File: src/rtl/jogador_automatico.sv
// Autoplayer for the memory game: records the LED sequence shown each round and
// replays it on botoes with fixed press/release timing until the game ends.
module jogador_automatico #(
    parameter int unsigned HOLD         = 5,
    parameter int unsigned GAP          = 5,
    parameter int unsigned JOGAR_CICLOS = 5,
    parameter int unsigned SILENCIO     = 20,
    parameter int unsigned PROFUNDIDADE = 16
) (
    input  logic       clock,
    input  logic       reset,
    input  logic       iniciar,
    input  logic [3:0] leds,
    input  logic       ganhou,
    input  logic       perdeu,
    output logic [3:0] botoes,
    output logic       jogar,
    output logic       ativo,
    output logic [3:0] db_estado,
    output logic [4:0] db_contagem,
    output logic       db_erro_captura
);

    localparam int unsigned CW = $clog2(PROFUNDIDADE + 1);
    localparam int unsigned PW = $clog2(PROFUNDIDADE);
    localparam int unsigned SW = $clog2(SILENCIO + 1);
    // PROXIMA contributes one zero cycle, so SOLTA dwells one less to keep GAP zeros
    localparam int unsigned SOLTA_CICLOS = (GAP > 1) ? GAP - 1 : 1;

    typedef enum logic [3:0] {
        Inicial    = 4'd0,
        PulsoJogar = 4'd1,
        EsperaLeds = 4'd2,
        Captura    = 4'd3,
        SilencioSt = 4'd4,
        Pressiona  = 4'd5,
        Solta      = 4'd6,
        Proxima    = 4'd7,
        Fim        = 4'd15
    } estado_t;

    estado_t         estado_q, estado_d;
    logic [CW-1:0]   contagem_q, contagem_d;
    logic            erro_q, erro_d;
    logic [PW-1:0]   ptr_q, ptr_d;
    logic [7:0]      timer_q, timer_d;
    logic [SW-1:0]   sil_q, sil_d;
    logic            mem_we;
    logic            leds_onehot;
    logic [3:0]      botoes_q, botoes_d;
    logic            jogar_q, jogar_d;
    logic            ativo_q, ativo_d;
    logic [3:0]      mem [PROFUNDIDADE];

    assign leds_onehot = (leds != 4'd0) && ((leds & (leds - 4'd1)) == 4'd0);

    always_comb begin
        estado_d   = estado_q;
        contagem_d = contagem_q;
        erro_d     = erro_q;
        ptr_d      = ptr_q;
        timer_d    = timer_q + 8'd1;
        sil_d      = sil_q;
        mem_we     = 1'b0;

        unique case (estado_q)
            Inicial, Fim: begin
                if (iniciar) begin
                    estado_d   = PulsoJogar;
                    contagem_d = '0;
                    erro_d     = 1'b0;
                    timer_d    = 8'd0;
                end
            end
            PulsoJogar: begin
                if (timer_q == 8'(JOGAR_CICLOS - 1)) begin
                    estado_d = EsperaLeds;
                    sil_d    = '0;
                end
            end
            EsperaLeds: begin
                if (leds != 4'd0) begin
                    estado_d = Captura;
                    sil_d    = '0;
                    if (!leds_onehot || contagem_q == CW'(PROFUNDIDADE)) begin
                        erro_d = 1'b1;
                    end else begin
                        mem_we     = 1'b1;
                        contagem_d = contagem_q + CW'(1);
                    end
                end else if (contagem_q != '0) begin
                    if (sil_q != SW'(SILENCIO)) sil_d = sil_q + SW'(1);
                    if (sil_q >= SW'(SILENCIO - 1)) estado_d = SilencioSt;
                end
            end
            Captura: begin
                if (leds == 4'd0) begin
                    estado_d = EsperaLeds;
                    sil_d    = '0;
                end
            end
            SilencioSt: begin
                ptr_d    = '0;
                timer_d  = 8'd0;
                estado_d = Pressiona;
            end
            Pressiona: begin
                if (timer_q == 8'(HOLD - 1)) begin
                    estado_d = Solta;
                    timer_d  = 8'd0;
                end
            end
            Solta: begin
                if (timer_q == 8'(SOLTA_CICLOS - 1)) estado_d = Proxima;
            end
            Proxima: begin
                if (CW'(ptr_q) == contagem_q - CW'(1)) begin
                    contagem_d = '0;
                    sil_d      = '0;
                    estado_d   = EsperaLeds;
                end else begin
                    ptr_d    = ptr_q + PW'(1);
                    timer_d  = 8'd0;
                    estado_d = Pressiona;
                end
            end
            default: estado_d = Inicial;
        endcase

        // End of game preempts everything, including pending captures and clears
        if (estado_q != Inicial && estado_q != Fim && (ganhou || perdeu)) begin
            estado_d   = Fim;
            contagem_d = contagem_q;
            erro_d     = erro_q;
            mem_we     = 1'b0;
        end

        botoes_d = (estado_d == Pressiona) ? mem[ptr_d] : 4'd0;
        jogar_d  = (estado_d == PulsoJogar);
        ativo_d  = (estado_d != Inicial) && (estado_d != Fim);
    end

    always_ff @(posedge clock or negedge reset) begin
        if (!reset) begin
            estado_q   <= Inicial;
            contagem_q <= '0;
            erro_q     <= 1'b0;
            ptr_q      <= '0;
            timer_q    <= 8'd0;
            sil_q      <= '0;
            botoes_q   <= 4'd0;
            jogar_q    <= 1'b0;
            ativo_q    <= 1'b0;
        end else begin
            estado_q   <= estado_d;
            contagem_q <= contagem_d;
            erro_q     <= erro_d;
            ptr_q      <= ptr_d;
            timer_q    <= timer_d;
            sil_q      <= sil_d;
            botoes_q   <= botoes_d;
            jogar_q    <= jogar_d;
            ativo_q    <= ativo_d;
        end
    end

    always_ff @(posedge clock) begin
        if (mem_we) mem[contagem_q[PW-1:0]] <= leds;
    end

    assign botoes          = botoes_q;
    assign jogar           = jogar_q;
    assign ativo           = ativo_q;
    assign db_estado       = estado_q;
    assign db_contagem     = 5'(contagem_q);
    assign db_erro_captura = erro_q;

endmodule

File: config.mk
export PLATFORM = sky130hd
export DESIGN_NAME = jogador_automatico
export DESIGN_NICKNAME = d
export VERILOG_FILES = /design/src/rtl/jogador_automatico.sv
export SDC_FILE = /design/constraint.sdc
export NUM_CORES = 1
export LEC_CHECK = 0
export CAP_MARGIN = 10
export CELL_PAD_IN_SITES_DETAIL_PLACEMENT = 1
export CELL_PAD_IN_SITES_GLOBAL_PLACEMENT = 1
export CORE_AREA = 2 2 134 110
export DETAILED_ROUTE_END_ITERATION = 7
export DIE_AREA = 0 0 136 112
export PLACE_DENSITY = 0.62
export SLEW_MARGIN = 40
export SYNTH_ARGS = -nofsm -noshare
export SYNTH_HDL_FRONTEND = slang
export SYNTH_SLANG_ARGS = --single-unit
File: constraint.sdc
create_clock -name clock -period 5 [get_ports clock]
set_input_delay 0.75 -clock clock [delete_from_list [all_inputs] [get_ports clock]]
set_output_delay 0.75 -clock clock [all_outputs]
set_load 0.02 [all_outputs]
==> implementation parameters <==
Parameter                              Value

Drt
  First-pass iteration count of the detailed router    4
  Final ANT Viol Nets    0
  Wire length per cell    19.2 microns
  Remaining DRCs    0
  Number of DRC markers in iteration 0    192
  Total Wirelength    roughly 11000 microns
  Total number of vias    3111
  Per-cell via count in the routed design    5.19

Power and ir drop
  Combinational cell fraction of total power    0.401
  Cell internal power dissipation    1.82 mW
  Power per unit of standard cell area    539 nW/um^2
  Total power    2.95 mW
  Switching fraction of total power    0.383
  Switching power    1.13 mW
  Standby leakage power    2.01 nW
  Sequential fraction of design power    0.352
  Worst ir drop on vdd    0.248 mV
  Fraction of power consumed by the clock network    0.247

Clocking
  Clock tree from TritonCTS    built
  Reg clk slew, reported paths    0.07 ns
  Post-CTS Hold Fix Bufs    0
  H-tree depth    3
  Number of buffers inserted by post-CTS setup repair    0
  Total number of clock tree sinks    a little under 100
  Longest Clk Path Bufs    2
  Latest clock arrival within the worst-skew pair    0.36 ns
  Number of clock buffers inserted by TritonCTS    9
  Quantity of gates resized following cts    0
  Clock root cell    clkbuf_16

Layout
  Final core utilization    0.392
  Filler cells    1521
  Top library cells by usage in the layout, fill and taps aside    64 x edfxtp_1, 35 x nor2_1, 34 x mux2i_1, 33 x dfrtp_1, 31 x nand2_1
  Count of antenna diodes in the layout    0
  Share of post-route cells with drive strength above 1    0.116
  Final std cells w/o fill    between 500 and 600
  Area growth, synth to finish    15.5%
  # nets final    428
  Post-layout instance area    5470 sq um
  Commonest non-fill, non-tap cell in the layout    edfxtp_1

Global routing
  Pin count of the biggest net entering global routing    34
  Total global routing track utilization    0.160
  Number of global-route vias before repair    around 3200
  Number of antenna violations at the first check in global routing    0
  Wire length of the first global-routing pass    roughly 18000 microns
  Remaining global-route overflow    0

STA
  Sum Neg Setup Slack    0 ns
  Post-layout min period    3.59 ns
  Pins over their slew limit    0
  Setup repair after global routing missed its margin    false
  Headroom to the max-slew limit    0.518
  Worst-Margin Slew    0.717 ns
  Tcrit/Tclk final    0.717
  Worst Skew    roughly 0.011 ns
  Worst setup margin    1.41 ns
  Total setup violations reported at the end of the flow    0
  Final Hold Fails    0
  Tightest hold margin    0.349 ns
  Top achievable clock speed    279 MHz

Critical path
  Worst-path fanout max    20
  Largest incremental delay on the critical path    0.77 ns
  Crit path kind    input port to register
  Critical Path Slowest Stage Cell    clkdlybuf4s50_1
  Crit path DAT    3.86 ns
  WP data required    5.27 ns
  Crit path cell chain    clkdlybuf4s50_1, or4_4, o31a_1, o31ai_2, o211ai_2, nor4_4, nand2_1, a221o_1, o22ai_2
  Sort of element at the end of the critical path    register
  Kind of start point of the critical path    input port

Logic synthesis
  Yosys warns    0
  Avg Cell Area, Syn    12.2 sq um
  Post-synthesis sequential area ratio    0.580
  Post-synthesis cell area    4740 sq um
  Asr flop ratio synth    0.340
  Gate count of the mapped netlist    a little under 400
  Number of storage elements in the synthesis netlist    97
  EDFF count, synth    64
  Syn Nets    slightly above 400
  Most common flop cell mapped by yosys    edfxtp_1
  Number of library cell types mapped by synthesis    between 60 and 70

Floorplanning
  Count of boundary I/O pins    25
  Effective utilization at floorplan    0.340
  Standard cell core area    approximately 14000 sq um
  Die ar.    15200 sq um
  Count of standard-cell rows    39
  Die Span Y    112 microns
  Width of the die    approximately 140 microns

Placement
  Post-place instance area    between 5000 and 6000 sq um
  Post-place setup slack    1.09 ns
  IO Port Bufs    24
  Final HPWL from detailed placement    7830 microns
  Number of instances in the placed design    583
  Final RePlAce weighted congestion    0.797

Status
  Run status    finished, final reports clean

Hold path
  Hold Crit Class    input port to async pin

Run
  MaxCap Viol Count    0
[sequential cells by signal, summed over array words and instances, names as in the netlist]
name             count
mem                 64
timer_q              8
db_contagem          5
sil_q                5
botoes               4
db_estado            4
ptr_q                4
ativo                1
db_erro_captura      1
jogar                1
[final timing paths]
check                                     from             end  slack [ns]  cells past startpoint
worst max-delay path                   leds[3]       botoes[0]        1.41                      9
worst min-delay path                     reset  db_contagem[2]        0.35                      1
worst max register to register  db_contagem[0]       botoes[0]        1.59                     10
worst min register to register      timer_q[0]      timer_q[0]        0.50                      1
max in group asynchronous                reset    db_estado[2]        4.29                      1
min in group clock                  timer_q[0]      timer_q[0]        0.50                      1
[logic make-up (layout without fill, tap and decap cells)]
family	count (synthesis)	count (layout)	synth area share
mux	46	46	0.103
fa+ha+maj	9	9	0.0238
compound gates	63	63	0.0959
flops	97	97	0.580
xor+xnor	12	12	0.0222
buf+inv	26	54	0.0246
simple gates	134	134	0.151
[routing by layer]
layer | vias to the layer above | wire length, microns | track usage
met5 | - | 0 | 0
met4 | 0 | 132 | 0.0444
met3 | 9 | 528 | 0.0414
met2 | 53 | 5020 | 0.233
met1 | 1557 | 5810 | 0.236
li1 | 1492 | - | -
[cells in the mapped netlist, types with 2 or more instances]
master	n	area (sq um)
edfxtp_1	64	1920
or2_2	4	25.0
o22ai_1	7	43.8
o31ai_1	3	22.5
a21oi_1	9	45.0
ha_1	9	113
mux2_2	11	124
and4b_1	2	20.0
o211ai_2	2	25.0
nand3_1	14	70.1
o211ai_1	4	30.0
nor2b_1	5	31.3
mux2i_1	34	340
buf_4	2	15.0
nand2b_1	7	43.8
nor3_1	11	55.1
dfrtp_1	33	826
nor2_1	35	131
inv_1	10	37.5
a32o_1	2	20.0
nand2_1	31	116
a31oi_1	3	18.8
and2_1	3	18.8
nand4b_1	3	26.3
buf_2	6	30.0
and3_1	3	18.8
a221o_1	5	50.1
xnor2_1	7	61.3
o22ai_2	2	25.0
xor2_1	5	43.8
clkbuf_1	6	22.5
o21ai_0	16	80.1
[layout make-up]
cell class              count  area (sq um)  share of cell area
flip-flops and latches     97          2750               0.502
multi-input cells         264          1880               0.344
repair buffers             28           268              0.0489
well taps                 184           230              0.0421
clock buffers              10           229              0.0418
clock inverters             6          78.8              0.0144
inverters                  10          37.5             0.00686
[critical path, delay by kind of cell]
| kind | cells | cell delay [ns] |
|---|---|---|
| buffers and inverters | 1 | 0.77 |
| AND/OR/NAND/NOR | 3 | 1.19 |
| AO/OA/AOI/OAI | 5 | 1.14 |
[power by group through the flow]
stage          combinational [mW]  sequential, mW  clock, mW
2_1_floorplan               0.890            1.02          0
3_3_place_gp                 1.17            1.05          0
3_5_place_dp                 1.19            1.06          0
4_1_cts                      1.19            1.04      0.745
5_1_grt                      1.30            1.06      0.771
6_report                     1.18            1.04      0.729
Power figures use the tool's default switching activity.
